<file path="src/rtl/romsel_reg_pkg.sv">
// Shared definitions for the ROM select register: FSM encoding and port decode constants.
package romsel_reg_pkg;

    // Write qualification FSM: a write must be seen on two consecutive edges to latch.
    typedef enum logic [1:0] {
        StIdle,
        StQual,
        StDone
    } romsel_state_e;

    // Address bit that must be low for the &DFxx ROM select port.
    localparam int unsigned PortSelBit = 13;

    // Number of upper ROM slots covered by present_i.
    localparam int unsigned NumSlots = 16;

endpackage

</file>
<file path="src/rtl/romsel_reg.sv">
// Upper ROM select register: qualifies Z80 writes to port &DFxx, latches the ROM number
// once per IORQ assertion and maps it onto a populated slot selector.
module romsel_reg
    import romsel_reg_pkg::*;
(
    input  logic        clk_i,
    input  logic        rst_i,
    input  logic [15:0] a_i,
    input  logic [7:0]  d_i,
    input  logic        iorq_n_i,
    input  logic        wr_n_i,
    input  logic        m1_n_i,
    input  logic [15:0] present_i,
    output logic [7:0]  rom_num_o,
    output logic [3:0]  sel_o,
    output logic        changed_o
);

    romsel_state_e state_q, state_d;
    logic [7:0]    rom_num_q, rom_num_d;
    logic [3:0]    sel_q, sel_d;
    logic          changed_q, changed_d;
    logic          wc;
    logic          slot_ok;

    // Only bit 13 of the address takes part in the decode.
    logic unused_a;
    assign unused_a = ^(a_i & ~(16'd1 << PortSelBit));

    // Port write decode; interrupt acknowledge (M1 low) never qualifies.
    assign wc = !iorq_n_i && !wr_n_i && m1_n_i && !a_i[PortSelBit];

    // A ROM number maps to its own slot only if it is in range and populated.
    assign slot_ok = (32'(rom_num_q) < NumSlots) && present_i[rom_num_q[3:0]];

    // Next-state: write qualification, latch, change pulse and slot mapping.
    always_comb begin
        state_d   = state_q;
        rom_num_d = rom_num_q;
        changed_d = 1'b0;
        sel_d     = slot_ok ? rom_num_q[3:0] : 4'd0;

        unique case (state_q)
            StIdle: begin
                if (wc) begin
                    state_d = StQual;
                end
            end
            StQual: begin
                if (wc) begin
                    state_d   = StDone;
                    rom_num_d = d_i;
                    changed_d = (d_i != rom_num_q);
                end else begin
                    // Single-cycle strobe: treat as a glitch.
                    state_d = StIdle;
                end
            end
            StDone: begin
                // Hold until IORQ releases so a long write latches only once.
                if (iorq_n_i) begin
                    state_d = StIdle;
                end
            end
            default: state_d = StIdle;
        endcase
    end

    // State and output registers with synchronous reset.
    always_ff @(posedge clk_i) begin
        if (rst_i) begin
            state_q   <= StIdle;
            rom_num_q <= 8'd0;
            sel_q     <= 4'd0;
            changed_q <= 1'b0;
        end else begin
            state_q   <= state_d;
            rom_num_q <= rom_num_d;
            sel_q     <= sel_d;
            changed_q <= changed_d;
        end
    end

    assign rom_num_o = rom_num_q;
    assign sel_o     = sel_q;
    assign changed_o = changed_q;

endmodule

</file>
<file path="config.mk">
export PLATFORM = sky130hd
export DESIGN_NAME = romsel_reg
export DESIGN_NICKNAME = d
export VERILOG_FILES = /design/src/rtl/romsel_reg_pkg.sv /design/src/rtl/romsel_reg.sv
export SDC_FILE = /design/constraint.sdc
export NUM_CORES = 1
export LEC_CHECK = 0
export CORE_MARGIN = 2
export CORE_UTILIZATION = 29
export DETAILED_ROUTE_END_ITERATION = 10
export PLACE_DENSITY = 0.74
export SYNTH_ARGS = -nofsm -noshare
export SYNTH_HDL_FRONTEND = slang
export SYNTH_SLANG_ARGS = --single-unit
</file>
<file path="constraint.sdc">
create_clock -name clk_i -period 1.4 [get_ports clk_i]
set_input_delay 0.28 -clock clk_i [delete_from_list [all_inputs] [get_ports clk_i]]
set_output_delay 0.28 -clock clk_i [all_outputs]
set_load 0.1 [all_outputs]
</file>
==> metrics.txt, run 1 <==
clk slew on worst S/H paths=0.08 ns; CTS tree=yes; Total Wirelength=2110 um; core area=2480 um2; final-layout fill cell count=between 200 and 250; failing checks=setup timing; crit end category=flip-flop; Least-Margin Pin Slew=0.247 ns; period utilization=109%; outcome=finished with violations; startpoint types=flip-flop; cell family with most CP delay=simple AND/OR/NAND/NOR gates; Synth area leaders=dfxtp_1 40%, mux2i_1 21%, xor2_1 9.2%; CTS buffer count=3; initial antenna violation count=0; post-synthesis sequential area ratio=between 30% and 40%; synthesized net count=125; area leader, netlist=dfxtp_1; Setup Buffers After CTS=0; share of cells above drive strength 1=26.2%; P_leak=0.593 nW; nets=around 170; io pins=58; Port Buffers=42; CP Max Fanout=4; Fin. Hold Viols=0; DR pass1 iterations=3; clock tree buffer depth=2; worst clock skew=0.00395 ns; Netlist cell types=21; Vias/cell=approximately 4.8; CTS H-tree lvls=1; crit path cell chain=or4_4 -> a211oi_2 -> nand4_1 -> a21boi_1; Layout Area Growth over Synthesis=87.8%; #FFs+latches synth=15; setup slack after layout=-0.133 ns; Clk Latency, worst-skew pair=0.27 ns; Post-Syn Area=758 um2; Ant. Diodes=0; crit-path max cell delay=0.54 ns; critical path arrival=between 1.5 and 2 ns; die area=3040 um2; CP bufs+invs=0; GPL Wtd Cong=roughly 0.75; Max Slew Vio Count=0; Slew headroom=83.1%; Starting DRT DRC Count=7; clk root buf=clkbuf_4; vias post-DR=approximately 750; critical path required time=1.59 ns; aggregate global routing overflow=0; DP HPWL=1710 um; crit path kind=flip-flop to flip-flop; Sink Count=15; Max VDD drop=0.467 mV; yosys warns=0; FF+latch area=~330 um2; first-pass GRT wire length=about 3300 um; Total Power=0.000783 W; Core Util, Final=57.5%; Max Fclk=652 MHz; Pwr Density=550 nW/um2; count of final setup violators=3; vias in the first global route=768; Hold-fix buffers, CTS=0; Synth top area share=39.6%; Setup TNS Final=-0.327 ns; Die Wd=55.1 um; syn avg cell area=9.48 um2; min cycle time layout=between 1.5 and 2 ns; Worst path slowest cell=or4_4; DRC Markers=0; Multi-input gate area=around 440 um2; GRT Total Usage=between 10% and 20%; largest net degree at the start of global routing=13; ANT nets after route=0; Initial Utilization=30.6%; Rows=18; cell count after synthesis=80; HP Class=flip-flop to flip-flop; drt wl/cell=about 14 um; die height=55.1 um; RSZ-0062 raised after global routing=true; max_cap viols=0
-- synthesized netlist by cell type --
cell type and instances:
mux2i_1 16, dfxtp_1 15, nor2_1 11, xor2_1 8
a21oi_1 3, clkbuf_1 3, inv_1 3, a211oi_1 2
a21boi_1 2, a32oi_1 2, buf_2 2, nand3_1 2
nor3_1 2, nor4_1 2, a311oi_2 1, and2_1 1
nand2_1 1, nand3b_1 1, nand4_1 1, nand4b_1 1
or4_4 1
-- sequential cells by signal, indices dropped and copies added (netlist names) --
register	cells
rom_num_o	8
changed_o	1
state_q	2
sel_o	4
-- path summary, 6_finish.rpt --
check | cells past startpoint | slack, ns | endpoint | start
min | 1 | 0.47 | state_q[0] | state_q[0]
max | 4 | -0.13 | sel_o[2] | rom_num_o[4]
max reg2reg | 4 | -0.13 | sel_o[2] | rom_num_o[4]
min reg2reg | 1 | 0.47 | state_q[0] | state_q[0]
-- cells by family after synthesis --
| family | Yosys count | synth area share (%) |
|---|---|---|
| mux | 16 | 21.1 |
| simple gates | 23 | 15.5 |
| buf+inv | 8 | 4.29 |
| xor+xnor | 8 | 9.24 |
| compound gates | 10 | 10.2 |
| flops | 15 | 39.6 |
-- cells in the final DEF, fill, tap and decap left out, drive strengths merged --
cell,n
nand2,1
a21boi,2
mux2i,16
nand3,2
nor4,2
nand4b,1
dfxtp,15
nand4,1
inv,3
and2,1
nor3,2
xor2,8
a32oi,2
or4,1
a21oi,3
a311oi,1
clkbuf,4
nor2,11
nand3b,1
a211oi,2
buf,18
clkdlybuf4s50,29
-- metrics by stage --
step           hold WS [ns]  cell area [um2]  setup slack, ns  cells
2_1_floorplan         0.358              790           -0.143     80
3_3_place_gp          0.432             1390           -0.435    152
3_5_place_dp          0.448             1390           -0.554    152
4_1_cts               0.461             1420           -0.156    156
5_1_grt               0.495             1420           -0.237    156
6_report              0.472             1420           -0.133    156
-- power by group --
| group | internal [W] | switching, W | total (W) |
|---|---|---|---|
| Clock | 0.000110 | 0.000122 | 0.000232 |
| Sequential | 0.000415 | 0.00000109 | 0.000417 |
| Combinational | 0.0000919 | 0.0000417 | 0.000134 |
-- metal layers --
| metal | up-vias | global-route usage (%) | routed length [um] |
|---|---|---|---|
| li1 | 378 | - | - |
| met1 | 334 | 16.3 | 837 |
| met2 | 31 | 27.8 | 1010 |
| met3 | 2 | 5.11 | 255 |
| met4 | 0 | 4.07 | 10 |
| met5 | - | 0 | 0 |
-- layout make-up --
class                           instances  area share (%)
Tap cell                               30            2.64
Clock buffer                            4            1.85
Inverter                                3           0.791
Timing Repair Buffer                   47            41.3
Multi-Input combinational cell         57            30.6
Sequential cell                        15            22.8
-- repair_timing --
item,CTS,global route
gates resized for setup,0,1
pin swaps,6,2
setup endpoints to repair,4,12
(Power assumes the default switching activity.)
==> inputs of run 2 (changes only) <==
Settings changed: MAX_ROUTING_LAYER from default to met4.
==> metrics.txt, run 2 (synthesis gave the netlist of run 1 again) <==
Rows=18; Slew headroom=83.1%; worst setup path endpoint=sel_o[2]; CP Max Fanout=4; max_cap viols=0; CP Depth=4; Worst path slowest cell=or4_4; Least-Margin Pin Slew=0.246 ns; Net Sw Power=0.000165 W; Fin. Hold Viols=0; worst r2r src=rom_num_o[4]; Max VDD drop=0.467 mV; commonest non-fill, non-tap cells in the layout=29 x clkdlybuf4s50_1, 16 x mux2i_1, 13 x buf_12; Clock Power Share=29.7%; WL met1=827 um; startpoint types=flip-flop; clk root buf=clkbuf_4; nets=around 170; GPL Wtd Cong=approximately 0.76; worst clock skew=0.00397 ns; Setup TNS Final=-0.327 ns; clk slew on worst S/H paths=about 0.080 ns; aggregate global routing overflow=0; Worst R2R Setup Slack=-0.13 ns; DP HPWL=1710 um; GRT Total Usage=15.5%; io pins=58; largest net degree at the start of global routing=13; Total Power=0.000783 W; initial antenna violation count=0; part of the power in registers=53.2%; HP Class=flip-flop to flip-flop; vias post-DR=roughly 750; met3 wire length=~260 um; crit path cell chain=or4_4 -> a211oi_2 -> nand4_1 -> a21boi_1; most common library cell in the layout ignoring fill and taps=clkdlybuf4s50_1; clock tree buffer depth=2; critical path required time=1.59 ns; Port Buffers=42; ANT nets after route=0; drt wl/cell=13.6 um; Setup Buffers After CTS=0; reg2reg end=sel_o[2]; core area=around 2500 um2; Vias/cell=around 4.8; WL met2=about 1000 um; Logic pwr share=~17%; Pwr Density=550 nW/um2; count of final setup violators=3; period utilization=109%; Hold-fix buffers, CTS=0; Ant. Diodes=0; crit-path max cell delay=between 0.5 and 0.6 ns; Critical Path Start=rom_num_o[4]; Initial Utilization=30.6%; Total Wirelength=2110 um; Layout Area Growth over Synthesis=87.8%; Max Fclk=652 MHz; cell family with most CP delay=simple AND/OR/NAND/NOR gates; min cycle time layout=1.53 ns; die area=3040 um2; CTS H-tree lvls=1; DRC Markers=0; Starting DRT DRC Count=7; Max Used Layer=met4; P_int=between 0.0006 and 0.0007 W; CTS tree=yes; r2r worst-path depth=4; RSZ-0062 raised after global routing=true; vias in the first global route=767; critical path arrival=between 1.5 and 2 ns; failing checks=setup timing; Hold Path Depth=1; Max Slew Vio Count=0; Sw Share=21.1%; first-pass GRT wire length=approximately 3300 um; max reg flops=8; Die Wd=55.1 um; crit end category=flip-flop; P_leak=0.593 nW; DR pass1 iterations=3; setup slack after layout=-0.133 ns; die height=about 55 um; CTS buffer count=3; CP bufs+invs=0; Clk Latency, worst-skew pair=~0.27 ns; outcome=finished with violations; Sink Count=15; share of cells above drive strength 1=between 20% and 30%; crit path kind=flip-flop to flip-flop
run 2: cell counts in the layout (fill, tap and decap cells not counted):
No cell type changed its count.
run 2: timing repair:
item                                    CTS  global route
pin swaps                                 6             2
gates resized for setup                   0             1
endpoints found under the setup margin    4            12
run 2: how the worst min path moves through the flow:
stage	start	slack, ns	to
6_report	state_q[0]	0.47	state_q[0]
5_1_grt	state_q[0]	0.49	state_q[0]
4_1_cts	state_q[0]	0.46	state_q[0]
3_5_place_dp	state_q[0]	0.45	state_q[0]
3_3_place_gp	state_q[0]	0.43	state_q[0]
2_1_floorplan	rst_i	0.36	changed_o
run 2: per-stage QoR:
| step | hold slack, ns | setup slack (ns) | area, um2 | std cells | utilization (%) |
|---|---|---|---|---|---|
| CTS | 0.461 | -0.156 | 1420 | 156 | 57.3 |
| global route | 0.495 | -0.237 | 1420 | 156 | 57.5 |
| floorplan | 0.358 | -0.143 | 790 | 80 | - |
| finish | 0.472 | -0.133 | 1420 | 156 | 57.5 |
| global placement | 0.432 | -0.435 | 1390 | 152 | 56.2 |
| detailed placement | 0.448 | -0.554 | 1390 | 152 | 56.2 |
run 2: layer usage:
metal	up-vias	GRT usage (%)
li1	378	-
met3	2	4.84
met5	-	-
met2	31	27.8
met4	0	4.07
met1	334	16.5
run 2: power groups by stage:
| stage | Sequential (W) | Clock [W] | Combinational (W) |
|---|---|---|---|
| final | 0.000417 | 0.000232 | 0.000134 |
| after global routing | 0.000417 | 0.000269 | 0.000144 |
| after CTS | 0.000417 | 0.000243 | 0.000135 |
| after detailed placement | 0.000427 | 0 | 0.000135 |
| after global placement | 0.000427 | 0 | 0.000131 |
| after floorplan | 0.000429 | 0 | 0.0000329 |
run 2: cell type report:
| class | instances | area [um2] |
|---|---|---|
| Inverter | 3 | 11.3 |
| Sequential cell | 15 | 325 |
| Fill cell | 225 | 1050 |
| Timing Repair Buffer | 47 | 588 |
| Tap cell | 30 | 37.5 |
| Clock buffer | 4 | 26.3 |
| Multi-Input combinational cell | 57 | 435 |
